==> src/rtl/elpis_loader_pkg.sv <==
// Shared definitions for the Elpis program loader: register map, STATUS layout,
// bus FSM state encoding and print FIFO depth.
// No logic; imported by wb_program_loader and its testbench-visible pieces.
package elpis_loader_pkg;

  // Register offsets, decoded on wbs_adr_i[7:2]
  localparam logic [5:0] REG_CTRL   = 6'd0;
  localparam logic [5:0] REG_ADDR   = 6'd1;
  localparam logic [5:0] REG_DATA   = 6'd2;
  localparam logic [5:0] REG_STATUS = 6'd3;
  localparam logic [5:0] REG_PRINT  = 6'd4;
  localparam logic [5:0] REG_INPUT  = 6'd5;

  // STATUS bit positions; bits [2:0] hold the load FIFO count
  localparam int STAT_OVF_BIT  = 5;
  localparam int STAT_PV_BIT   = 4;
  localparam int STAT_BUSY_BIT = 3;

  // Depth of the optional PRINT queue
  localparam int PRINT_FIFO_DEPTH = 4;

  typedef enum logic [1:0] {
    BUS_IDLE  = 2'd0,
    BUS_ACK   = 2'd1,
    BUS_STALL = 2'd2
  } bus_state_e;

endpackage

==> src/rtl/wb_program_loader_if.sv <==
// Wishbone slave bundle between a bus master and wb_program_loader.
// Signal names follow the Wishbone _i/_o view of the slave.
// master modport drives the request; slave modport returns ack/read data.
interface wb_program_loader_if;
  logic        wbs_stb_i;
  logic        wbs_cyc_i;
  logic        wbs_we_i;
  logic [3:0]  wbs_sel_i;
  logic [31:0] wbs_adr_i;
  logic [31:0] wbs_dat_i;
  logic        wbs_ack_o;
  logic [31:0] wbs_dat_o;

  modport master (
    output wbs_stb_i, wbs_cyc_i, wbs_we_i, wbs_sel_i, wbs_adr_i, wbs_dat_i,
    input  wbs_ack_o, wbs_dat_o
  );

  modport slave (
    input  wbs_stb_i, wbs_cyc_i, wbs_we_i, wbs_sel_i, wbs_adr_i, wbs_dat_i,
    output wbs_ack_o, wbs_dat_o
  );
endinterface

==> src/rtl/loader_fifo.sv <==
// Generic synchronous FIFO with occupancy count; head is visible combinationally.
// Latency: a pushed word is at the head on the cycle after the push.
// Backpressure: push while full and pop while empty are ignored; caller checks full/empty.
// Ports: clk, rst (sync, active-high), push/push_dat, pop/pop_dat, full, empty, count.
module loader_fifo #(
  parameter int WIDTH = 32,
  parameter int DEPTH = 4
) (
  input  logic                       clk,
  input  logic                       rst,
  input  logic                       push,
  input  logic [WIDTH-1:0]           push_dat,
  input  logic                       pop,
  output logic [WIDTH-1:0]           pop_dat,
  output logic                       full,
  output logic                       empty,
  output logic [$clog2(DEPTH):0]     count
);
  localparam int AW = $clog2(DEPTH);

  logic [WIDTH-1:0] mem_q [DEPTH];
  logic [AW-1:0]    wr_ptr_q, wr_ptr_d, rd_ptr_q, rd_ptr_d;
  logic [AW:0]      count_q, count_d;
  logic             do_push, do_pop;

  assign full    = (count_q == (AW+1)'(DEPTH));
  assign empty   = (count_q == '0);
  assign count   = count_q;
  assign pop_dat = mem_q[rd_ptr_q];
  assign do_push = push & ~full;
  assign do_pop  = pop & ~empty;

  always_comb begin
    wr_ptr_d = wr_ptr_q;
    rd_ptr_d = rd_ptr_q;
    count_d  = count_q;
    if (do_push) wr_ptr_d = wr_ptr_q + AW'(1);
    if (do_pop)  rd_ptr_d = rd_ptr_q + AW'(1);
    if (do_push && !do_pop)      count_d = count_q + (AW+1)'(1);
    else if (do_pop && !do_push) count_d = count_q - (AW+1)'(1);
  end

  always_ff @(posedge clk) begin
    if (rst) begin
      wr_ptr_q <= '0;
      rd_ptr_q <= '0;
      count_q  <= '0;
    end else begin
      wr_ptr_q <= wr_ptr_d;
      rd_ptr_q <= rd_ptr_d;
      count_q  <= count_d;
    end
  end

  // Storage is not reset: pointers and count define what is valid.
  always_ff @(posedge clk) begin
    if (do_push) mem_q[wr_ptr_q] <= push_dat;
  end
endmodule

==> src/rtl/wb_program_loader.sv <==
// Wishbone-controlled loader: queues {ADDR,DATA} words into core memory, exchanges PRINT/INPUT with Elpis.
// Latency: ack one cycle after the request is sampled; queued words reach core memory one cycle after pop.
// Backpressure: DATA write to a full load FIFO stalls the ack until load_ready drains an entry.
// Ports: wb_clk_i/wb_rst_i; wbs (Wishbone slave); load_* / addr/data_to_core_mem; reset_core; Elpis I/O.
// Build option LOADER_PRINT_FIFO_EN: PRINT backed by a queue instead of a single register.
module wb_program_loader
  import elpis_loader_pkg::*;
#(
  parameter logic [31:0] BASE_ADDR  = 32'h3000_0000,
  parameter int          LOAD_DEPTH = 4
) (
  input  logic               wb_clk_i,
  input  logic               wb_rst_i,
  wb_program_loader_if.slave wbs,
  output logic               is_loading_memory_into_core,
  output logic               load_we,
  input  logic               load_ready,
  output logic [19:0]        addr_to_core_mem,
  output logic [31:0]        data_to_core_mem,
  output logic               reset_core,
  output logic               read_enable_to_Elpis,
  output logic [31:0]        read_value_to_Elpis,
  input  logic               output_enabled_from_elpis_to_controller,
  input  logic [31:0]        output_data_from_elpis_to_controller
);
  localparam int LCW = $clog2(LOAD_DEPTH) + 1;

  bus_state_e  state_q, state_d;
  logic        ack_q, ack_d;
  logic [31:0] dat_o_q, dat_o_d;
  logic        core_reset_q, core_reset_d;
  logic        load_mode_q, load_mode_d;
  logic [19:0] addr_q, addr_d;
  logic [5:0]  req_off_q, req_off_d;
  logic        req_we_q, req_we_d;
  logic [3:0]  req_sel_q, req_sel_d;
  logic [31:0] req_dat_q, req_dat_d;
  logic        load_we_q, load_we_d;
  logic [19:0] mem_addr_q, mem_addr_d;
  logic [31:0] mem_data_q, mem_data_d;
  logic        overflow_q, overflow_d;
  logic        rd_en_q, rd_en_d;
  logic [31:0] rd_val_q, rd_val_d;

  logic        hit, commit;
  logic [5:0]  cur_off;
  logic        cur_we;
  logic [3:0]  cur_sel;
  logic [31:0] cur_dat;
  logic [31:0] rd_mux;
  logic        print_rd, capture;
  logic        print_valid;
  logic [31:0] print_rdata;

  logic            lf_push, lf_pop, lf_full, lf_empty;
  logic [51:0]     lf_head, lf_push_dat;
  logic [LCW-1:0]  lf_count;
  logic [31:0]     cnt_ext;

  assign hit     = wbs.wbs_stb_i & wbs.wbs_cyc_i & (wbs.wbs_adr_i[31:8] == BASE_ADDR[31:8]);
  assign capture = output_enabled_from_elpis_to_controller;
  assign cnt_ext = 32'(lf_count);

  loader_fifo #(.WIDTH(52), .DEPTH(LOAD_DEPTH)) u_load_fifo (
    .clk      (wb_clk_i),
    .rst      (wb_rst_i),
    .push     (lf_push),
    .push_dat (lf_push_dat),
    .pop      (lf_pop),
    .pop_dat  (lf_head),
    .full     (lf_full),
    .empty    (lf_empty),
    .count    (lf_count)
  );

  // A stalled DATA write is served from the latched request, not the live bus.
  always_comb begin
    cur_off = wbs.wbs_adr_i[7:2];
    cur_we  = wbs.wbs_we_i;
    cur_sel = wbs.wbs_sel_i;
    cur_dat = wbs.wbs_dat_i;
    if (state_q == BUS_STALL) begin
      cur_off = req_off_q;
      cur_we  = req_we_q;
      cur_sel = req_sel_q;
      cur_dat = req_dat_q;
    end
  end

  // Bus FSM; commit marks the cycle a request takes effect and ack is scheduled.
  always_comb begin
    state_d   = state_q;
    commit    = 1'b0;
    req_off_d = req_off_q;
    req_we_d  = req_we_q;
    req_sel_d = req_sel_q;
    req_dat_d = req_dat_q;
    case (state_q)
      BUS_IDLE: begin
        if (hit) begin
          req_off_d = wbs.wbs_adr_i[7:2];
          req_we_d  = wbs.wbs_we_i;
          req_sel_d = wbs.wbs_sel_i;
          req_dat_d = wbs.wbs_dat_i;
          if (wbs.wbs_we_i && (wbs.wbs_adr_i[7:2] == REG_DATA) && lf_full) begin
            state_d = BUS_STALL;
          end else begin
            state_d = BUS_ACK;
            commit  = 1'b1;
          end
        end
      end
      BUS_ACK:   state_d = BUS_IDLE;
      BUS_STALL: begin
        if (!lf_full) begin
          state_d = BUS_ACK;
          commit  = 1'b1;
        end
      end
      default:   state_d = BUS_IDLE;
    endcase
  end

  always_comb begin
    rd_mux = 32'd0;
    case (cur_off)
      REG_CTRL:   rd_mux = {30'd0, load_mode_q, core_reset_q};
      REG_ADDR:   rd_mux = {12'd0, addr_q};
      REG_STATUS: begin
        rd_mux[STAT_OVF_BIT]  = overflow_q;
        rd_mux[STAT_PV_BIT]   = print_valid;
        rd_mux[STAT_BUSY_BIT] = is_loading_memory_into_core;
        rd_mux[2:0]           = cnt_ext[2:0];
      end
      REG_PRINT:  rd_mux = print_rdata;
      default:    rd_mux = 32'd0;
    endcase
  end

  assign print_rd    = commit & ~cur_we & (cur_off == REG_PRINT);
  assign lf_pop      = ~lf_empty & load_ready;
  assign lf_push_dat = {addr_q, cur_dat};

`ifdef LOADER_PRINT_FIFO_EN
  logic        pf_full, pf_empty;
  logic [31:0] pf_head;
  logic [$clog2(PRINT_FIFO_DEPTH):0] pf_count;

  loader_fifo #(.WIDTH(32), .DEPTH(PRINT_FIFO_DEPTH)) u_print_fifo (
    .clk      (wb_clk_i),
    .rst      (wb_rst_i),
    .push     (capture & ~pf_full),
    .push_dat (output_data_from_elpis_to_controller),
    .pop      (print_rd),
    .pop_dat  (pf_head),
    .full     (pf_full),
    .empty    (pf_empty),
    .count    (pf_count)
  );

  assign print_valid = ~pf_empty;
  assign print_rdata = pf_empty ? 32'd0 : pf_head;
  logic unused_pf;
  assign unused_pf = &{1'b0, pf_count};
`else
  logic        print_q, print_valid_q, print_valid_d;
  logic [31:0] print_dat_q, print_dat_d;
  assign print_valid = print_valid_q;
  assign print_rdata = print_dat_q;
  assign print_q     = 1'b0;
`endif

  always_comb begin
    ack_d        = commit;
    dat_o_d      = dat_o_q;
    core_reset_d = core_reset_q;
    load_mode_d  = load_mode_q;
    addr_d       = addr_q;
    rd_en_d      = 1'b0;
    rd_val_d     = rd_val_q;
    overflow_d   = overflow_q;
    lf_push      = 1'b0;
    load_we_d    = lf_pop;
    mem_addr_d   = mem_addr_q;
    mem_data_d   = mem_data_q;
`ifndef LOADER_PRINT_FIFO_EN
    print_valid_d = print_valid_q;
    print_dat_d   = print_dat_q;
`endif
    if (lf_pop) {mem_addr_d, mem_data_d} = lf_head;
    if (commit) dat_o_d = cur_we ? 32'd0 : rd_mux;
    if (commit && cur_we) begin
      case (cur_off)
        REG_CTRL: if (cur_sel[0]) {load_mode_d, core_reset_d} = cur_dat[1:0];
        REG_ADDR: begin
          if (cur_sel[0]) addr_d[7:0]   = cur_dat[7:0];
          if (cur_sel[1]) addr_d[15:8]  = cur_dat[15:8];
          if (cur_sel[2]) addr_d[19:16] = cur_dat[19:16];
        end
        REG_DATA: begin
          lf_push = 1'b1;
          addr_d  = addr_q + 20'd1;
        end
        REG_INPUT: begin
          rd_en_d  = 1'b1;
          rd_val_d = cur_dat;
        end
        default: ;
      endcase
    end
    // Clear-on-read comes first so a coincident drop still reports.
    if (commit && !cur_we && (cur_off == REG_STATUS)) overflow_d = 1'b0;
`ifdef LOADER_PRINT_FIFO_EN
    if (capture && pf_full) overflow_d = 1'b1;
`else
    if (print_rd) print_valid_d = 1'b0;
    if (capture) begin
      print_dat_d   = output_data_from_elpis_to_controller;
      print_valid_d = 1'b1;
      if (print_valid_q && !print_rd) overflow_d = 1'b1;
    end
`endif
  end

  always_ff @(posedge wb_clk_i) begin
    if (wb_rst_i) begin
      state_q      <= BUS_IDLE;
      ack_q        <= 1'b0;
      dat_o_q      <= 32'd0;
      core_reset_q <= 1'b0;
      load_mode_q  <= 1'b0;
      addr_q       <= 20'd0;
      req_off_q    <= 6'd0;
      req_we_q     <= 1'b0;
      req_sel_q    <= 4'd0;
      req_dat_q    <= 32'd0;
      load_we_q    <= 1'b0;
      mem_addr_q   <= 20'd0;
      mem_data_q   <= 32'd0;
      overflow_q   <= 1'b0;
      rd_en_q      <= 1'b0;
      rd_val_q     <= 32'd0;
`ifndef LOADER_PRINT_FIFO_EN
      print_valid_q <= 1'b0;
      print_dat_q   <= 32'd0;
`endif
    end else begin
      state_q      <= state_d;
      ack_q        <= ack_d;
      dat_o_q      <= dat_o_d;
      core_reset_q <= core_reset_d;
      load_mode_q  <= load_mode_d;
      addr_q       <= addr_d;
      req_off_q    <= req_off_d;
      req_we_q     <= req_we_d;
      req_sel_q    <= req_sel_d;
      req_dat_q    <= req_dat_d;
      load_we_q    <= load_we_d;
      mem_addr_q   <= mem_addr_d;
      mem_data_q   <= mem_data_d;
      overflow_q   <= overflow_d;
      rd_en_q      <= rd_en_d;
      rd_val_q     <= rd_val_d;
`ifndef LOADER_PRINT_FIFO_EN
      print_valid_q <= print_valid_d;
      print_dat_q   <= print_dat_d;
`endif
    end
  end

  assign wbs.wbs_ack_o                = ack_q;
  assign wbs.wbs_dat_o                = dat_o_q;
  assign is_loading_memory_into_core  = load_mode_q | ~lf_empty;
  assign reset_core                   = core_reset_q | is_loading_memory_into_core;
  assign load_we                      = load_we_q;
  assign addr_to_core_mem             = mem_addr_q;
  assign data_to_core_mem             = mem_data_q;
  assign read_enable_to_Elpis         = rd_en_q;
  assign read_value_to_Elpis          = rd_val_q;

  logic unused_bits;
  assign unused_bits = &{1'b0, wbs.wbs_adr_i[1:0], cur_sel[3], cnt_ext[31:3]
`ifndef LOADER_PRINT_FIFO_EN
                         , print_q
`endif
                         };
endmodule

==> src/flat_wrapper.sv <==
// flat-port wrapper written by rule: the top's interface ports become plain ports
module wb_program_loader_flat import elpis_loader_pkg::*;
#(
  parameter logic [31:0] BASE_ADDR  = 32'h3000_0000,
  parameter int          LOAD_DEPTH = 4
)
  (wb_clk_i, wb_rst_i, is_loading_memory_into_core, load_we, load_ready, addr_to_core_mem, data_to_core_mem, reset_core, read_enable_to_Elpis, read_value_to_Elpis, output_enabled_from_elpis_to_controller, output_data_from_elpis_to_controller, wbs_wbs_stb_i, wbs_wbs_cyc_i, wbs_wbs_we_i, wbs_wbs_sel_i, wbs_wbs_adr_i, wbs_wbs_dat_i, wbs_wbs_ack_o, wbs_wbs_dat_o);
  wb_program_loader_if wbs_i ();
  input  logic wb_clk_i;
  input  logic wb_rst_i;
  output logic is_loading_memory_into_core;
  output logic load_we;
  input  logic load_ready;
  output logic [19:0] addr_to_core_mem;
  output logic [31:0] data_to_core_mem;
  output logic reset_core;
  output logic read_enable_to_Elpis;
  output logic [31:0] read_value_to_Elpis;
  input  logic output_enabled_from_elpis_to_controller;
  input  logic [31:0] output_data_from_elpis_to_controller;
  input wire logic [$bits(wbs_i.wbs_stb_i)-1:0] wbs_wbs_stb_i;
  input wire logic [$bits(wbs_i.wbs_cyc_i)-1:0] wbs_wbs_cyc_i;
  input wire logic [$bits(wbs_i.wbs_we_i)-1:0] wbs_wbs_we_i;
  input wire logic [$bits(wbs_i.wbs_sel_i)-1:0] wbs_wbs_sel_i;
  input wire logic [$bits(wbs_i.wbs_adr_i)-1:0] wbs_wbs_adr_i;
  input wire logic [$bits(wbs_i.wbs_dat_i)-1:0] wbs_wbs_dat_i;
  output wire logic [$bits(wbs_i.wbs_ack_o)-1:0] wbs_wbs_ack_o;
  output wire logic [$bits(wbs_i.wbs_dat_o)-1:0] wbs_wbs_dat_o;
  assign wbs_i.wbs_stb_i = wbs_wbs_stb_i;
  assign wbs_i.wbs_cyc_i = wbs_wbs_cyc_i;
  assign wbs_i.wbs_we_i = wbs_wbs_we_i;
  assign wbs_i.wbs_sel_i = wbs_wbs_sel_i;
  assign wbs_i.wbs_adr_i = wbs_wbs_adr_i;
  assign wbs_i.wbs_dat_i = wbs_wbs_dat_i;
  assign wbs_wbs_ack_o = wbs_i.wbs_ack_o;
  assign wbs_wbs_dat_o = wbs_i.wbs_dat_o;
  wb_program_loader #(.BASE_ADDR(BASE_ADDR), .LOAD_DEPTH(LOAD_DEPTH)) u_core (.wb_clk_i(wb_clk_i), .wb_rst_i(wb_rst_i), .wbs(wbs_i), .is_loading_memory_into_core(is_loading_memory_into_core), .load_we(load_we), .load_ready(load_ready), .addr_to_core_mem(addr_to_core_mem), .data_to_core_mem(data_to_core_mem), .reset_core(reset_core), .read_enable_to_Elpis(read_enable_to_Elpis), .read_value_to_Elpis(read_value_to_Elpis), .output_enabled_from_elpis_to_controller(output_enabled_from_elpis_to_controller), .output_data_from_elpis_to_controller(output_data_from_elpis_to_controller));
endmodule
==> config.mk <==
export PLATFORM = sky130hd
export DESIGN_NAME = wb_program_loader_flat
export DESIGN_NICKNAME = d
export VERILOG_FILES = /design/src/rtl/elpis_loader_pkg.sv /design/src/rtl/wb_program_loader_if.sv /design/src/rtl/loader_fifo.sv /design/src/rtl/wb_program_loader.sv /design/src/flat_wrapper.sv
export SDC_FILE = /design/constraint.sdc
export NUM_CORES = 1
export LEC_CHECK = 0
export CORE_UTILIZATION = 51
export CTS_BUF_LIST = sky130_fd_sc_hd__clkbuf_8
export DETAILED_ROUTE_END_ITERATION = 8
export GPL_ROUTABILITY_DRIVEN = 0
export PLACE_DENSITY_LB_ADDON = 0.25
export SETUP_SLACK_MARGIN = 0.02
export SLEW_MARGIN = 20
export SYNTH_ARGS = -nofsm -noshare
export SYNTH_HDL_FRONTEND = slang
export SYNTH_SLANG_ARGS = --single-unit
==> constraint.sdc <==
create_clock -name wb_clk_i -period 3.5 [get_ports wb_clk_i]
set_clock_uncertainty 0.1 [all_clocks]
set_input_delay 0.35 -clock wb_clk_i [delete_from_list [all_inputs] [get_ports wb_clk_i]]
set_output_delay 0.35 -clock wb_clk_i [all_outputs]
set_load 0.005 [all_outputs]
==> impl_results.md <==
- Outcome: completed
- Register bit count reported by yosys: 434
- Dominant cell by count in the synthesized netlist: sky130_fd_sc_hd__nand2_1
- Slew Limit Headroom: 32.9%
- Number of hold violations in the final report: 0
- Floorplan die width: 185 µm
- Via total after detailed routing: 12000
- CTS H-tree depth: 3
- Clock transition at path regs: 60 ps
- Final Critical Period: 2970 ps
- Placement Rows: 66
- Number of antenna violations at the first check in global routing: 1
- Worst hold path cell count: 3
- Top cells by instance count after synthesis: sky130_fd_sc_hd__nand2_1, sky130_fd_sc_hd__dfxtp_1, sky130_fd_sc_hd__edfxtp_1
- Worst Max-Slew Pin Slew: 1010 ps
- Clk sinks: 434
- Cell chain of the critical path: nand2b_2, mux2i_1, nor3_1, o211ai_1, inv_2, ha_1, inv_1, fa_1, xor2_1, or3_1, a21oi_1
- Critical path's slowest cell: sky130_fd_sc_hd__fa_1
- Critical path launch point type: flip-flop
- # Post-CTS Setup Buffers: 0
- Starting density of the core: 52.1%
- Vias per std cell: 5.55
- Unrepaired setup endpoints after global routing: false
- Total Routed Length: 42000 µm
- Global-route wire length before repair: ~65000 µm
- Overflow left after global routing: 0
- Residual DRC count: 0
- Routed wire per std cell: 19.4 µm
- Type of the worst setup path: flip-flop to flip-flop
- Post-Syn Nets: roughly 1500
- Pin count of the biggest net entering global routing: 141
- Layout Area Growth over Synthesis: 24.5%
- Synth Area per Inst: 12.0 µm²
- Final period util: 84.9%
- ANT cells: 0
- Post-layout utilization of the core: 64.9%
- Maximum clock path buffer count: 3
- Mapped cell area: 17100 µm²
- Met2 routed WL: 20100 µm
- Share of cells above drive strength 1: 14.0%
- Core Area: 32800 µm²
- Post-CTS Hold Buffers: 1
- Critical path endpoint category: flip-flop
- Final-layout setup total negative slack: 0 ps
- Class of the tightest hold or removal check: input port to flip-flop
- Clock network latency to the later pin of the worst-skew pair: 610 ps
- Die outline area: 34300 µm²
- # nets final: 1776
- Max-slew violation total from the final report: 0
- Count of maximum capacitance violations: 0
- Number of warnings reported in the yosys synthesis log: 0
- CTS Buf Count: roughly 70
- Share of synthesized flip-flops with an asynchronous set or reset: 0%
- Commonest register cell after synthesis: sky130_fd_sc_hd__dfxtp_1
- Post-Route M1 WL: 17600 µm
- Largest vdd supply drop: between 300 and 400 µV
- Number of different library cells in the post-synthesis netlist: 66
- Resized Gates After CTS: 0
- Vias in the first global route: 11900
- Critical path arrival: 3390 ps
- Fraction of post-synthesis cell area in the top cell type by area: 36.5%
- Number of instances in the synthesized netlist: 1426
- Synth top area cells: sky130_fd_sc_hd__edfxtp_1, sky130_fd_sc_hd__dfxtp_1, sky130_fd_sc_hd__mux4_2
- Filler instances: 2477
- Root buf cell: sky130_fd_sc_hd__clkbuf_8
- Number of DRC markers in iteration 0: 1035
- Number of enable flip-flop cells after synthesis: 208
- Crit-path max FO: 6
- Met3 wire len: 3160 µm
- Most area-hungry cell type in the Yosys netlist: sky130_fd_sc_hd__edfxtp_1
- Critical path data required time: 3920 ps
- Worst reg-to-reg path cell count: 11
- LEAKAGE: 0.00746 µW
- Register-to-Register Setup Slack: 530 ps
- Uppermost metal layer occupied by signal nets: met4
- Clock tree from TritonCTS: done
- Vertical extent of the die: 185 µm
- I/O pins: 228
- Global-route usage over all layers: 25.1%
- Pwr/cell area: 466 nW/µm²
- Placed wire-length estimate after detailed placement: 26800 µm
- Final setup fails: 0
- Detail Route Antenna Nets: 0
- Maximum clock rate: around 0.34 GHz
- CP peak stage delay: 370 ps
- Port-buffer cells: about 220
- TritonRoute pass-1 iters: 5
- Fraction of the yosys area taken by sequential cells: 63.0%
[power breakdown]
part | switching, µW | internal, µW | total, µW
Combinational | 166 | 160 | 327
Clock | 1990 | 2260 | 4260
Sequential | 12.7 | 5320 | 5330
Total | 2170 | 7740 | 9910
[state kept, by name (all words and copies together), names as in the netlist, 6 cells and up]
signal / cells
u_core.addr_q: 20
u_core.data_to_core_mem: 32
u_core.addr_to_core_mem: 20
u_core.u_load_fifo.mem_q: 208
u_core.req_off_q: 6
u_core.wbs.wbs_dat_o: 32
u_core.req_dat_q: 32
u_core.read_value_to_Elpis: 32
u_core.print_dat_q: 32
[layout by cell type (no fill, tap or decap), types with 6 or more instances in the layout]
master	synthesis	final
sky130_fd_sc_hd__clkdlybuf4s50_1	0	222
sky130_fd_sc_hd__a211oi_1	8	8
sky130_fd_sc_hd__nand2_1	245	245
sky130_fd_sc_hd__a21oi_1	128	128
sky130_fd_sc_hd__inv_1	14	42
sky130_fd_sc_hd__clkbuf_8	0	83
sky130_fd_sc_hd__ha_1	6	6
sky130_fd_sc_hd__nand3_1	15	15
sky130_fd_sc_hd__nor2_1	115	114
sky130_fd_sc_hd__mux4_2	52	52
sky130_fd_sc_hd__o21ai_0	6	6
sky130_fd_sc_hd__buf_12	0	7
sky130_fd_sc_hd__o211ai_1	18	18
sky130_fd_sc_hd__a31oi_1	16	16
sky130_fd_sc_hd__nand4_1	9	9
sky130_fd_sc_hd__buf_4	1	28
sky130_fd_sc_hd__mux2i_1	63	63
sky130_fd_sc_hd__o21ai_1	12	12
sky130_fd_sc_hd__clkinv_1	1	7
sky130_fd_sc_hd__mux2_2	28	28
sky130_fd_sc_hd__nor4_1	11	11
sky130_fd_sc_hd__o32ai_1	6	6
sky130_fd_sc_hd__edfxtp_1	208	208
sky130_fd_sc_hd__a22oi_1	12	12
sky130_fd_sc_hd__dfxtp_1	226	224
sky130_fd_sc_hd__nor3_1	43	42
[final cells by class]
type,count,area [µm²],area share (%)
Clock buffer,83,1140,5.36
Tap cell,442,553,2.60
Sequential cell,434,10800,50.6
Timing Repair Buffer,260,2600,12.2
Clock inverter,47,268,1.26
Inverter,17,63.8,0.300
Multi-Input combinational cell,878,5890,27.7
[path summary, 6_finish.rpt]
kind,startpoint,end
max,u_core.state_q[0],u_core.u_load_fifo.count[2]
min,wbs_wbs_dat_i[29],u_core.req_dat_q[29]
max reg2reg,u_core.state_q[0],u_core.u_load_fifo.count[2]
min reg2reg,u_core.data_to_core_mem[13],u_core.data_to_core_mem[13]
[per-layer routing]
layer	up-vias	track usage, %
met4	0	9.88
met1	5806	32.2
li1	5666	-
met3	77	5.72
met5	-	0
met2	451	41.2
[worst max-delay path: cells and delay by family, from the launching register on]
kind	cells	cell delay, ps
compound gates	2	350
simple gates	3	940
fa+ha+maj	2	560
buf+inv	2	190
xor+xnor	1	180
mux	1	220
flops	1	350
[cells by family after synthesis]
kind of cell | count (synthesis) | share of synthesized area, %
and+or+nand+nor | 481 | 12.3
AOI/OAI and AO/OA | 239 | 8.64
muxes | 145 | 12.5
buffers and inverters | 114 | 2.69
adders and majority gates | 7 | 0.556
DFF | 434 | 63.0
xor gates and xnor gates | 6 | 0.307
[stage by stage]
step	std cells	cell area [µm²]	setup slack, ps	hold WS (ps)	power (µW)
after global placement	2030	19900	165	339	5760
after global routing	2161	21300	351	218	10300
final	2161	21300	529	214	9910
after floorplan	1426	17100	182	332	5580
after detailed placement	2030	19900	104	346	5760
after CTS	2161	21300	536	181	10000
(Power assumes the default switching activity.)
